### config.mk
export PLATFORM = sky130hd
export DESIGN_NAME = segment_saver_display
export DESIGN_NICKNAME = d
export VERILOG_FILES = /design/src/rtl/segment_saver_display.sv
export SDC_FILE = /design/constraint.sdc
export NUM_CORES = 1
export LEC_CHECK = 0
export CAP_MARGIN = 20
export CORE_MARGIN = 5
export CORE_UTILIZATION = 50
export DETAILED_ROUTE_END_ITERATION = 16
export MAX_ROUTING_LAYER = met4
export PLACE_DENSITY_LB_ADDON = 0.05
export SETUP_SLACK_MARGIN = 0.02
export SLEW_MARGIN = 0
export SYNTH_ARGS = -nofsm -noshare
export SYNTH_HDL_FRONTEND = slang
export SYNTH_SLANG_ARGS = --single-unit
### constraint.sdc
create_clock -name clk -period 3.04 [get_ports clk]
set_clock_uncertainty 0.1 [all_clocks]
set_input_delay 0.912 -clock clk [delete_from_list [all_inputs] [get_ports clk]]
set_output_delay 0.912 -clock clk [all_outputs]
set_load 0.03 [all_outputs]
### src/rtl/segment_saver_display.sv
// segment_saver_display
//   NORMAL: seg/an follow the stopwatch drive (normal_seg/normal_an) one clk late.
//   SAVER : entered after IDLE_TICKS consecutive idle cycles; each idx_valid strobe
//           lights one segment (seg_idx) on one digit (digit pointer). After a
//           strobe with seg_idx=6 the pointer moves on to the next digit.
//   Any activity in SAVER returns to NORMAL.
// Optional build macro: SEG_SAVER_ACTIVE_LOW_EN -- seg/an are inverted at the
// output registers (reset value all-ones) for common-anode displays.
module segment_saver_display #(
    parameter int          N_DIGITS   = 4,
    parameter logic [31:0] IDLE_TICKS = 32'd500_000_000
) (
    input  logic                clk,
    input  logic                reset,
    input  logic [3:0]          seg_idx,
    input  logic                idx_valid,
    input  logic                activity,
    input  logic [6:0]          normal_seg,
    input  logic [N_DIGITS-1:0] normal_an,
    output logic [6:0]          seg,
    output logic [N_DIGITS-1:0] an,
    output logic                saver_active,
    output logic                idx_err
);

    localparam int PTR_W = (N_DIGITS > 1) ? $clog2(N_DIGITS) : 1;

    // NOTE: polarity is applied as an XOR mask on every value loaded into the
    // output registers, so the registers themselves hold the pin-level drive and
    // the rest of the logic is identical in both builds.
`ifdef SEG_SAVER_ACTIVE_LOW_EN
    localparam logic [6:0]          SEG_POL = '1;
    localparam logic [N_DIGITS-1:0] AN_POL  = '1;
`else
    localparam logic [6:0]          SEG_POL = '0;
    localparam logic [N_DIGITS-1:0] AN_POL  = '0;
`endif

    localparam logic [31:0]         IDLE_LAST = IDLE_TICKS - 32'd1;
    localparam logic [PTR_W-1:0]    PTR_LAST  = PTR_W'(N_DIGITS - 1);
    localparam logic [N_DIGITS-1:0] AN_ONE    = N_DIGITS'(1);
    localparam logic [6:0]          SEG_ONE   = 7'd1;
    localparam logic [3:0]          IDX_LAST  = 4'd6;

    typedef enum logic {
        NORMAL = 1'b0,
        SAVER  = 1'b1
    } state_t;

    state_t             state;
    logic [31:0]        idle_cnt;
    logic [PTR_W-1:0]   digit_ptr;

    // Mode FSM, idle counter, digit pointer and all registered outputs.
    // NOTE: every register here uses non-blocking assignment so all of them see
    // the pre-edge values of each other, regardless of statement order.
    always_ff @(posedge clk or negedge reset) begin
        if (!reset) begin
            // NOTE: the output registers reset to the "all off" pin level, so the
            // display is dark immediately, without waiting for a clock edge.
            state        <= NORMAL;
            idle_cnt     <= '0;
            digit_ptr    <= '0;
            seg          <= SEG_POL;
            an           <= AN_POL;
            saver_active <= 1'b0;
            idx_err      <= 1'b0;
        end else begin
            unique case (state)
                NORMAL: begin
                    if (activity) begin
                        // Activity beats a coincident timeout.
                        idle_cnt <= '0;
                        seg      <= normal_seg ^ SEG_POL;
                        an       <= normal_an ^ AN_POL;
                    end else if (idle_cnt == IDLE_LAST) begin
                        state        <= SAVER;
                        saver_active <= 1'b1;
                        idle_cnt     <= '0;
                        digit_ptr    <= '0;
                        seg          <= SEG_POL;
                        an           <= AN_POL;
                    end else begin
                        idle_cnt <= idle_cnt + 32'd1;
                        seg      <= normal_seg ^ SEG_POL;
                        an       <= normal_an ^ AN_POL;
                    end
                end

                SAVER: begin
                    if (activity) begin
                        // Leave the saver; outputs hold this cycle and pass
                        // through again from the next edge onwards.
                        state        <= NORMAL;
                        saver_active <= 1'b0;
                        idx_err      <= 1'b0;
                        idle_cnt     <= '0;
                    end else if (idx_valid) begin
                        if (seg_idx <= IDX_LAST) begin
                            seg <= (SEG_ONE << seg_idx[2:0]) ^ SEG_POL;
                            an  <= (AN_ONE << digit_ptr) ^ AN_POL;
                            if (seg_idx == IDX_LAST) begin
                                digit_ptr <= (digit_ptr == PTR_LAST) ? '0
                                                                     : digit_ptr + 1'b1;
                            end
                        end else begin
                            // Out-of-range index: blank and flag, pointer kept.
                            seg     <= SEG_POL;
                            an      <= AN_POL;
                            idx_err <= 1'b1;
                        end
                    end
                end

                default: begin
                    state        <= NORMAL;
                    saver_active <= 1'b0;
                end
            endcase
        end
    end

endmodule

==> Word level (Yosys, flattened, before mapping) <==
Index checks and enable logic that the tools add are counted.
{ "word_totals": {"ff_bits": 48, "inputBits": 19, "output_inout_bits": 13, "elab_cells": 64} }
{ "op_classes": {"addsub": 2, "magnitude_cmp": 1, "eq_ne": 11, "shift": 2, "n_mux": 35, "n_bitwise": 1, "n_reduce_logical": 5} }
{ "op_table": {"columns": ["op", "count"], "rows": [
  ["two-way mux 32 bit", 3],
  ["one-hot mux 32 bit (2 select lines)", 1],
  ["two-way mux 7 bit", 5],
  ["adder 32 x 1 -> 32 bit, second input constant", 1],
  ["equality test 32 x 29 -> 1 bit, second input constant", 1],
  ["two-way mux 4 bit", 5],
  ["two-way mux 2 bit", 7],
  ["one-hot mux 7 bit (2 select lines)", 1],
  ["inequality test 2 bit, second input constant", 6],
  ["two-way mux 1 bit", 9],
  ["one-hot mux 4 bit (2 select lines)", 1],
  ["left shift 1 x 3 -> 7 bit, first input constant", 1],
  ["AND reduction 3 bit", 2],
  ["AND reduction 6 bit", 1],
  ["equality test 4 x 3 -> 1 bit, second input constant", 1],
  ["less-or-equal comparator 4 x 3 -> 1 bit, second input constant", 1],
  ["inequality test 2 x 1 -> 1 bit, second input constant", 2],
  ["one-hot mux 1 bit (2 select lines)", 2],
  ["one-hot mux 2 bit (2 select lines)", 1],
  ["left shift 1 x 2 -> 4 bit, first input constant", 1],
  ["adder 2 x 1 -> 2 bit, second input constant", 1],
  ["equality test 2 bit, second input constant", 1],
  ["AND reduction 2 bit", 1],
  ["nonzero test 2 bit", 1],
  ["NOT 1 bit", 1]
]} }

==> Logic depth before layout (Yosys ltp) <==
Gate-level depths: netlist of the first run.
{ "depth": {"ltp_word": 7, "ltp_mapped": 7} }

==> Worst setup path before layout of the first run <==
Ideal clock, no wire load.
{ "synth_timing": {"path_type": "input to register", "startpoint": "in activity", "endpoint": "reg digit_ptr[0]", "setup_ps": 129, "arrival_ps": 2069, "required_ps": 2811, "setup_slack_ps": 742, "path_stages": 5, "path_buffers": 0, "path_cell_list": "nor2b_1 nand4b_1 or3b_2 mux2i_1 o32ai_1"} }
{ "synth_between": {"elab_chain_len": 2, "elab_cells_between_ends": 3, "classes_between": "2 x eq/ne; 1 x reduce/logical"} }
{ "synth_lines": {"columns": ["element", "line", "source"], "rows": [
  ["from (decl)", "17", "input logic activity,"],
  ["inequality test 2 bit (no line)", null, null],
  ["AND reduction 6 bit (no line) *", null, null],
  ["to (signal assigned)", "103", "digit_ptr <= (digit_ptr == PTR_LAST) ? '0"],
  ["to (decl)", "52", "logic [PTR_W-1:0] digit_ptr;"]
]} }
Mark *: on every way between the ends. The rest lies on a longest branch, timed or not.
A chain may end at the register's enable or synchronous reset.

==> Final worst setup path of the first run <==
{ "layout_timing": {"startpoint": "reg idle_cnt[17]", "endpoint": "reg seg[3]"} }
{ "layout_between": {"elab_chain_len": 4} }
{ "layout_lines": {"columns": ["element", "line", "source"], "rows": [
  ["from (decl)", "51", "logic [31:0] idle_cnt;"],
  ["from (signal assigned)", "84", "idle_cnt <= idle_cnt + 32'd1;"],
  ["equality test 32 x 29 -> 1 bit", "76", "end else if (idle_cnt == IDLE_LAST) begin"],
  ["two-way mux 7 bit", "76", null],
  ["two-way mux 7 bit", "71", "if (activity) begin"],
  ["one-hot mux 7 bit (2 select lines)", "69", "unique case (state)"],
  ["to (signal assigned)", "74", "seg <= normal_seg ^ SEG_POL;"],
  ["to (signal assigned)", "85", "seg <= normal_seg ^ SEG_POL;"],
  ["to (signal assigned)", "100", "seg <= (SEG_ONE << seg_idx[2:0]) ^ SEG_POL;"],
  ["to (decl)", "20", "output logic [6:0] seg,"]
]} }
No other way between the ends.

==> results.ini, run 1 <==
[job]
drv_cap=0

[logic_synthesis]
avgSynthCellArea_um2=9.34
synth_cell_types=50
synth_edf_count=0
yosys_warnings=0
syn_nets=324
ys_seq_elements=48
synth_ff_type=dfrtp_1
synth_area_mm2=0.00280
syn_inst=300
ys_seq_area_share_pct=42.9
synthArstFlopShare_pct=100

[power]
ir_worst_vdd_v=0.000188
combPwrFrac_pct=11.4
p_leak_nw=1.35
seqPwrFrac_pct=56.0
clkPwrFrac_pct=32.6
p_sw_uw=324
internal_power_uw=882
p_total_mw=1.21
netSwitchingFraction_pct=26.8
p_per_area_mw_per_mm2=370

[cells_and_area]
area_delta_synth_final_pct=16.3
nets=351
fin_cells=400
fin_area_mm2=0.00326
layout_commonest_cell=dfrtp_1
layout-drive-gt1-share_pct=8.84
layout_common_cells=dfrtp_1 (48), clkdlybuf4s50_1 (30), nand2_1 (28)
antenna_cells=0
final_util_pct=59.6

[placement]
gp_congestion=0.855
post-place-cells=392
hpwl_um=4990
preCtsSetupSlack_ns=0.320
placed_area_mm2=0.00317
port_buffers=31

[route]
drt_iter0_markers=165
drt-total-wl_um=7190
via_per_inst=6.21
drc=0
dr.pass1.iters=4
wl_per_cell_um=18.0
antenna_left=0
vias=2483

[timing]
min_period_over_period_pct=84.7
setup_tns_ns=0
setup_viol=0
hold_viol_final=0
setup_ws_ns=0.464
hold_ws_ns=0.413
fmax_mhz=388
relSlewSlack_pct=39.7
maxSlewViolCount=0
rsz0062_at_grt=no
tightest_slew_ns=0.905
period_minus_slack_ns=2.58

[global_route]
overflow=0
grt_first_pass_wirelength_um=12300
track_usage_pct=21.6
grt_max_degree=45
grt_pass1_vias=2369
antenna_found_initial=0

[floorplan]
die-area_mm2=0.00720
die_w_um=84.9
dieHeight_um=84.9
fp-row-count=27
coreArea_mm2=0.00547
ios=32
start_util_pct=51.2

[worst_setup_path]
cp.arrival_ns=2.67
crit_path_cell_trace=or4b_4 -> nor4_4 -> a31oi_2 -> a221o_1
crit_path_top_delay_cell=or4b_4
required_ns=3.13
cp_max_fo=11
worst_setup_path_end_kind=flop
slowest_delay_ns=0.58
critical_path_class=reg2reg
cp-start-kind=flop

[hold_path]
hold_class=reg2reg

[cts]
cts-hold-fix-buffers=0
cts_made_buffers=5
clockBufferDepth=2
cts.sinks=48
cts.htree.levels=2
post_cts_resize_count=0
clkLatencyLatePin_ns=0.31
cts_tree=yes
cts_root_buf=clkbuf_8
cts_setup_buffers=0
clk_pin_slew_worst_paths_ns=0.10

[outcome]
status=finished, final reports clean

-- area by class of cell --
| type | instances | area [um^2] |
|---|---|---|
| Clock inverter | 3 | 18.8 |
| Tap cell | 72 | 90.1 |
| Timing Repair Buffer | 38 | 370 |
| Multi-Input combinational cell | 226 | 1480 |
| Fill cell | 506 | 2210 |
| Sequential cell | 48 | 1200 |
| Clock buffer | 5 | 68.8 |
| Inverter | 8 | 30.0 |
-- synthesized netlist by cell type, types with 5 or more instances --
master | count | area share, %
a21oi_1 | 19 | 3.4
nand2_1 | 28 | 3.8
mux2i_1 | 7 | 2.5
and2_1 | 6 | 1.3
ha_1 | 5 | 2.2
nor3_1 | 7 | 1.3
a31oi_1 | 20 | 4.5
a22o_1 | 5 | 1.6
a22oi_1 | 5 | 1.3
and3_1 | 6 | 1.3
inv_1 | 8 | 1.1
a221o_1 | 7 | 2.5
dfrtp_1 | 48 | 43
nand3_1 | 19 | 3.4
clkbuf_1 | 11 | 1.5
nand4_1 | 19 | 4.2
nor2_1 | 19 | 2.5
-- power groups by stage --
stage	clock network [mW]	registers (mW)	logic [mW]
finish	0.393	0.676	0.137
global route	0.423	0.680	0.151
CTS	0.399	0.676	0.140
detailed placement	0	0.688	0.140
global placement	0	0.687	0.138
floorplan	0	0.703	0.0485
-- worst paths after layout --
check,startpoint,endpoint,slack (ns),cells past startpoint
max reg2reg,idle_cnt[17],seg[3],0.46,4
min reg2reg,idle_cnt[31],idle_cnt[31],0.41,1
max in group asynchronous,reset,idle_cnt[15],1.68,2
min,idle_cnt[31],idle_cnt[31],0.41,1
min in group asynchronous,reset,idle_cnt[23],0.52,1
max,idle_cnt[17],seg[3],0.46,4
-- logic make-up after synthesis --
family,after synthesis,synth area share [%]
AO/OA/AOI/OAI,73,18.5
XOR/XNOR,4,1.25
adder cells (fa/ha/maj),5,2.23
buffers and inverters,26,4.29
flip-flops,48,42.9
multiplexers,8,2.90
AND/OR/NAND/NOR,136,27.9
-- flip-flops by register name (all words and copies together) (netlist names) --
name,cells
idle_cnt,32
idx_err,1
state,1
an,4
saver_active,1
digit_ptr,2
seg,7
-- metal layers --
metal	vias up	share of wire, %	wire length, um	global-route usage (%)
li1	1196	-	-	-
met2	73	47	3360	31.2
met1	1206	46	3330	32.1
met4	0	1.0	74	4.46
met5	-	0	0	-
met3	8	5.9	425	3.59
-- critical path, delay by kind of cell (launching register included) --
| kind | cells | cell delay [ns] |
|---|---|---|
| flip-flops | 1 | 0.48 |
| AO/OA/AOI/OAI | 2 | 0.83 |
| AND/OR/NAND/NOR | 2 | 1.05 |
(Power assumes the default switching activity.)
==> run 2, diff against run 1 <==
Clock period 3.04 ns to 2.5 ns, I/O delays scaled along.
==> run 2 against run 1 <==
  * Routed wire length grew 0.82%
  * Via count grew 4.9%
  * Worst setup slack lost 0.25 ns
  * Die area is the same
  * First-iteration DRC count grew 7.3%
  * Critical path type is now in2reg
  * Register-to-register slack lost 0.21 ns
  * Sequential power grew 21%
  * Utilization grew 4.0 points
  * Design area grew 6.6%
  * Sequential share of layout area shrank 2.3 points
  * Largest power group unchanged
==> results.ini, run 2 (synthesis results as in run 1) <==
[cts]
cts_root_buf=clkbuf_8
cts.htree.levels=2
clockBufferDepth=2
cts.sinks=48
clk_pin_slew_worst_paths_ns=0.10
cts_tree=yes
clkLatencyLatePin_ns=0.31
cts_made_buffers=5

[worst_setup_path]
cp.arrival_ns=2.44
critical_path.startpoint=activity
cp-start-kind=input pin
critical_path_class=in2reg
r2r_cells=7
worst_setup_path_end_kind=flop
reg2reg_from=idle_cnt[17]
required_ns=2.65
cp_max_fo=11
rr_endpoint=idle_cnt[3]
rrSetupSlack_ns=0.25

[timing]
hold_ws_ns=0.305
min_period_over_period_pct=91.6
tightest_slew_ns=0.941
setup_tns_ns=0
relSlewSlack_pct=37.3
setup_viol=0
period_minus_slack_ns=2.29
maxSlewViolCount=0
rsz0062_at_grt=no
fmax_mhz=437
setup_ws_ns=0.209
hold_viol_final=0

[cells_and_area]
layout_common_cells=dfrtp_1 (48), clkdlybuf4s50_1 (30), buf_4 (30)
fillCellCount=492
ff_latch_area_mm2=0.00120
layout-drive-gt1-share_pct=15.6
largest_reg_flops=32
area_delta_synth_final_pct=24.1
fin_cells=425
largest-register=idle_cnt
reg_top3=idle_cnt (32), seg (7), an (4)
nets=376
antenna_cells=0
multi_input_area_mm2=0.00149
layout_commonest_cell=dfrtp_1

[floorplan]
die_w_um=84.9
coreArea_mm2=0.00547
dieHeight_um=84.9
die-area_mm2=0.00720
start_util_pct=51.2
fp-row-count=27
ios=32

[power]
p_total_mw=1.49
internal_power_mw=1.11
combPwrFrac_pct=11.7
p_per_area_mw_per_mm2=428
ir_worst_vdd_v=0.000309
seqPwrFrac_pct=55.3
netSwitchingFraction_pct=25.4
clkPwrFrac_pct=33.0
p_leak_nw=1.48
p_sw_uw=378

[route]
drc=0
wl_per_cell_um=17.1
drt_iter0_markers=177
dr.pass1.iters=4
via_per_inst=6.13
vias=2605
drt-total-wl_um=7250
antenna_left=0

[global_route]
track_usage_pct=22.0
overflow=0
grt_max_degree=28
antenna_found_initial=0
grt_pass1_vias=2500
grt_first_pass_wirelength_um=12600

[outcome]
status=finished, final reports clean

[placement]
preCtsSetupSlack_ns=-0.0739
gp_congestion=0.950
hpwl_um=5350
port_buffers=31
post-place-cells=417

[job]
drv_cap=0

[hold_path]
hold_class=in2async

==> run 2: power groups by stage <==
stage          logic (mW)  clock network (mW)  registers (mW)
6_report            0.174               0.490           0.821
5_1_grt             0.191               0.538           0.827
4_1_cts             0.177               0.505           0.822
3_5_place_dp        0.176                   0           0.838
3_3_place_gp        0.174                   0           0.836
2_1_floorplan      0.0590                   0           0.854
==> run 2: area by class of cell <==
type / count / share of cell area [%]
Clock inverter: 2 / 0.432
Timing Repair Buffer: 63 / 16.4
Sequential cell: 48 / 34.6
Tap cell: 72 / 2.59
Multi-Input combinational cell: 226 / 42.8
Clock buffer: 6 / 2.38
Inverter: 8 / 0.864
==> run 2: what timing repair did <==
item,CTS,global route
resized for setup,0,1
setup buffers,0,0
hold endpoints to repair,0,0
setup endpoints to repair,0,1
hold buffers,0,0
==> run 2: through the flow <==
| stage | instance area [um^2] | util, % |
|---|---|---|
| 6_report | 3480 | 63.5 |
| 5_1_grt | 3480 | 63.5 |
| 4_1_cts | 3470 | 63.4 |
| 3_5_place_dp | 3370 | 61.6 |
| 3_3_place_gp | 3370 | 61.6 |
| 2_1_floorplan | 2800 | - |
==> run 2: worst max path at each step <==
| stage | end | cells past startpoint |
|---|---|---|
| floorplan | seg[1] | 5 |
| global placement | an[0] | 6 |
| detailed placement | an[1] | 6 |
| CTS | idle_cnt[28] | 6 |
| global route | an[3] | 6 |
| finish | an[1] | 6 |
==> run 2: critical path: stages <==
cell and delay, ns:
clkdlybuf4s50_1 0.49, buf_4 0.12, inv_1 0.04, a21oi_1 0.72, a22oi_1 0.21, nand2_1 0.11
==> run 2: per-layer routing <==
layer	vias up	GRT usage, %	share of wire (%)
li1	1248	-	-
met1	1274	31.0	46
met2	79	33.6	48
met3	4	3.88	5.8
met4	0	4.60	0.69
met5	-	-	0
==> run 3, diff against run 2 <==
Settings changed: CORE_MARGIN 5 to 4, REMOVE_ABC_BUFFERS set to 1.
==> run 3 against run 2 <==
  * Worst setup slack worse by 0.041 ns
  * Sequential cell count unchanged
  * Highest routed layer unchanged
  * Clock-buffer cell count unchanged
==> results.ini, run 3 (synthesis results as in run 1) <==
[outcome]
status=finished, final reports clean

[global_route]
track_usage_pct=23.0
grt_max_degree=49
overflow=0
grt_first_pass_wirelength_um=12600
antenna_found_initial=0
grt_pass1_vias=2422

[worst_setup_path]
cp_max_fo=11
rrSetupSlack_ns=0.17
required_ns=2.59
worst_setup_path_end_kind=flop
critPathTopFamily=simple AND/OR/NAND/NOR gates
critical_path_class=reg2reg
crit_path_top_delay_cell=or4b_4
worst-path-buf-inv=0
cp-start-kind=flop
slowest_delay_ns=0.59
crit_path_cell_trace=or4b_4 -> nor4_4 -> a31oi_2 -> a221o_2
cp.arrival_ns=2.42

[cells_and_area]
reg_top3=idle_cnt (32), seg (7), an (4)
largest-register=idle_cnt
antenna_cells=0
multi_input_area_mm2=0.00148
layout-drive-gt1-share_pct=13.3
layout_commonest_cell=dfrtp_1
fin_cells=416
nets=370
ff_latch_area_mm2=0.00120
layout_common_cells=dfrtp_1 (48), clkdlybuf4s50_1 (30), nand2_1 (28)
largest_reg_flops=32
final_util_pct=64.6
area_delta_synth_final_pct=21.4
fin_area_mm2=0.00340
fillCellCount=440

[route]
via_per_inst=6.20
drt-total-wl_um=7200
drc=0
drt_iter0_markers=225
antenna_left=0
vias=2579
wl_per_cell_um=17.3
dr.pass1.iters=4

[cts]
cts_made_buffers=5
post_cts_resize_count=0
cts-hold-fix-buffers=0
cts_root_buf=clkbuf_8
cts_tree=yes
cts.htree.levels=2
clockBufferDepth=2
cts.sinks=48
clk_pin_slew_worst_paths_ns=0.09
cts_setup_buffers=0
clkLatencyLatePin_ns=0.30

[hold_path]
hold_class=reg2reg

[floorplan]
die-area_mm2=0.00686
fp-row-count=26
die_w_um=82.9
dieHeight_um=82.9
coreArea_mm2=0.00527
ios=32
start_util_pct=53.2

[power]
p_total_mw=1.44
p_leak_nw=1.45
p_per_area_mw_per_mm2=424
netSwitchingFraction_pct=25.6
p_sw_uw=369
ir_worst_vdd_v=0.000246
internal_power_mw=1.07
clkPwrFrac_pct=31.0
seqPwrFrac_pct=57.0
combPwrFrac_pct=12.0

[placement]
hpwl_um=5290
port_buffers=31
gp_congestion=0.922
post-place-cells=409
placed_area_mm2=0.00332
preCtsSetupSlack_ns=-0.0742

[job]
drv_cap=0

[timing]
fmax_mhz=429
maxSlewViolCount=0
setup_viol=0
period_minus_slack_ns=2.33
tightest_slew_ns=0.865
min_period_over_period_pct=93.3
setup_ws_ns=0.168
setup_tns_ns=0
hold_ws_ns=0.417
relSlewSlack_pct=42.3
hold_viol_final=0
rsz0062_at_grt=no

## run 3: cell types whose count changed in the layout (fill, tap and decap cells not counted)
cell and change:
nor4_2 -1, clkbuf_1 +1, buf_4 -6, clkinvlp_4 -2, nor4_1 +1, clkbuf_8 -1
clkinv_2 +1
## run 3: path summary, 6_finish.rpt
kind,to,cells past startpoint,start
min reg2reg,seg[2],1,seg[2]
max in group asynchronous,idle_cnt[25],2,reset
min in group asynchronous,an[2],2,reset
max,seg[6],4,idle_cnt[17]
max reg2reg,seg[6],4,idle_cnt[17]
min,seg[2],1,seg[2]
## run 3: final cells by class
type                       count  area share [%]
clock buffer                   6            2.13
clock inverter                 1           0.147
inverter                       8           0.883
multi-input combinational    226            43.5
sequential                    48            35.3
tap                           70            2.57
timing repair buffer          57            15.4
## run 3: power by group through the flow
stage | registers, mW | logic, mW | clock network, mW
final | 0.822 | 0.173 | 0.447
after global routing | 0.824 | 0.190 | 0.498
after CTS | 0.822 | 0.176 | 0.456
after detailed placement | 0.837 | 0.175 | 0
after global placement | 0.837 | 0.171 | 0
after floorplan | 0.854 | 0.0540 | 0
## run 3: metal layers
metal	routed length, um	track usage (%)	vias to the layer above	share of wire (%)
met5	0	-	-	0
met4	80	5.79	0	1.1
met3	497	4.55	7	6.9
met2	3180	32.1	89	44
met1	3440	34.3	1248	48
li1	-	-	1235	-
## run 3: worst reg2reg max path, cell delays in order (launching register included)
cell	delay, ns
dfrtp_1	0.40
or4b_4	0.59
nor4_4	0.36
a31oi_2	0.31
a221o_2	0.47
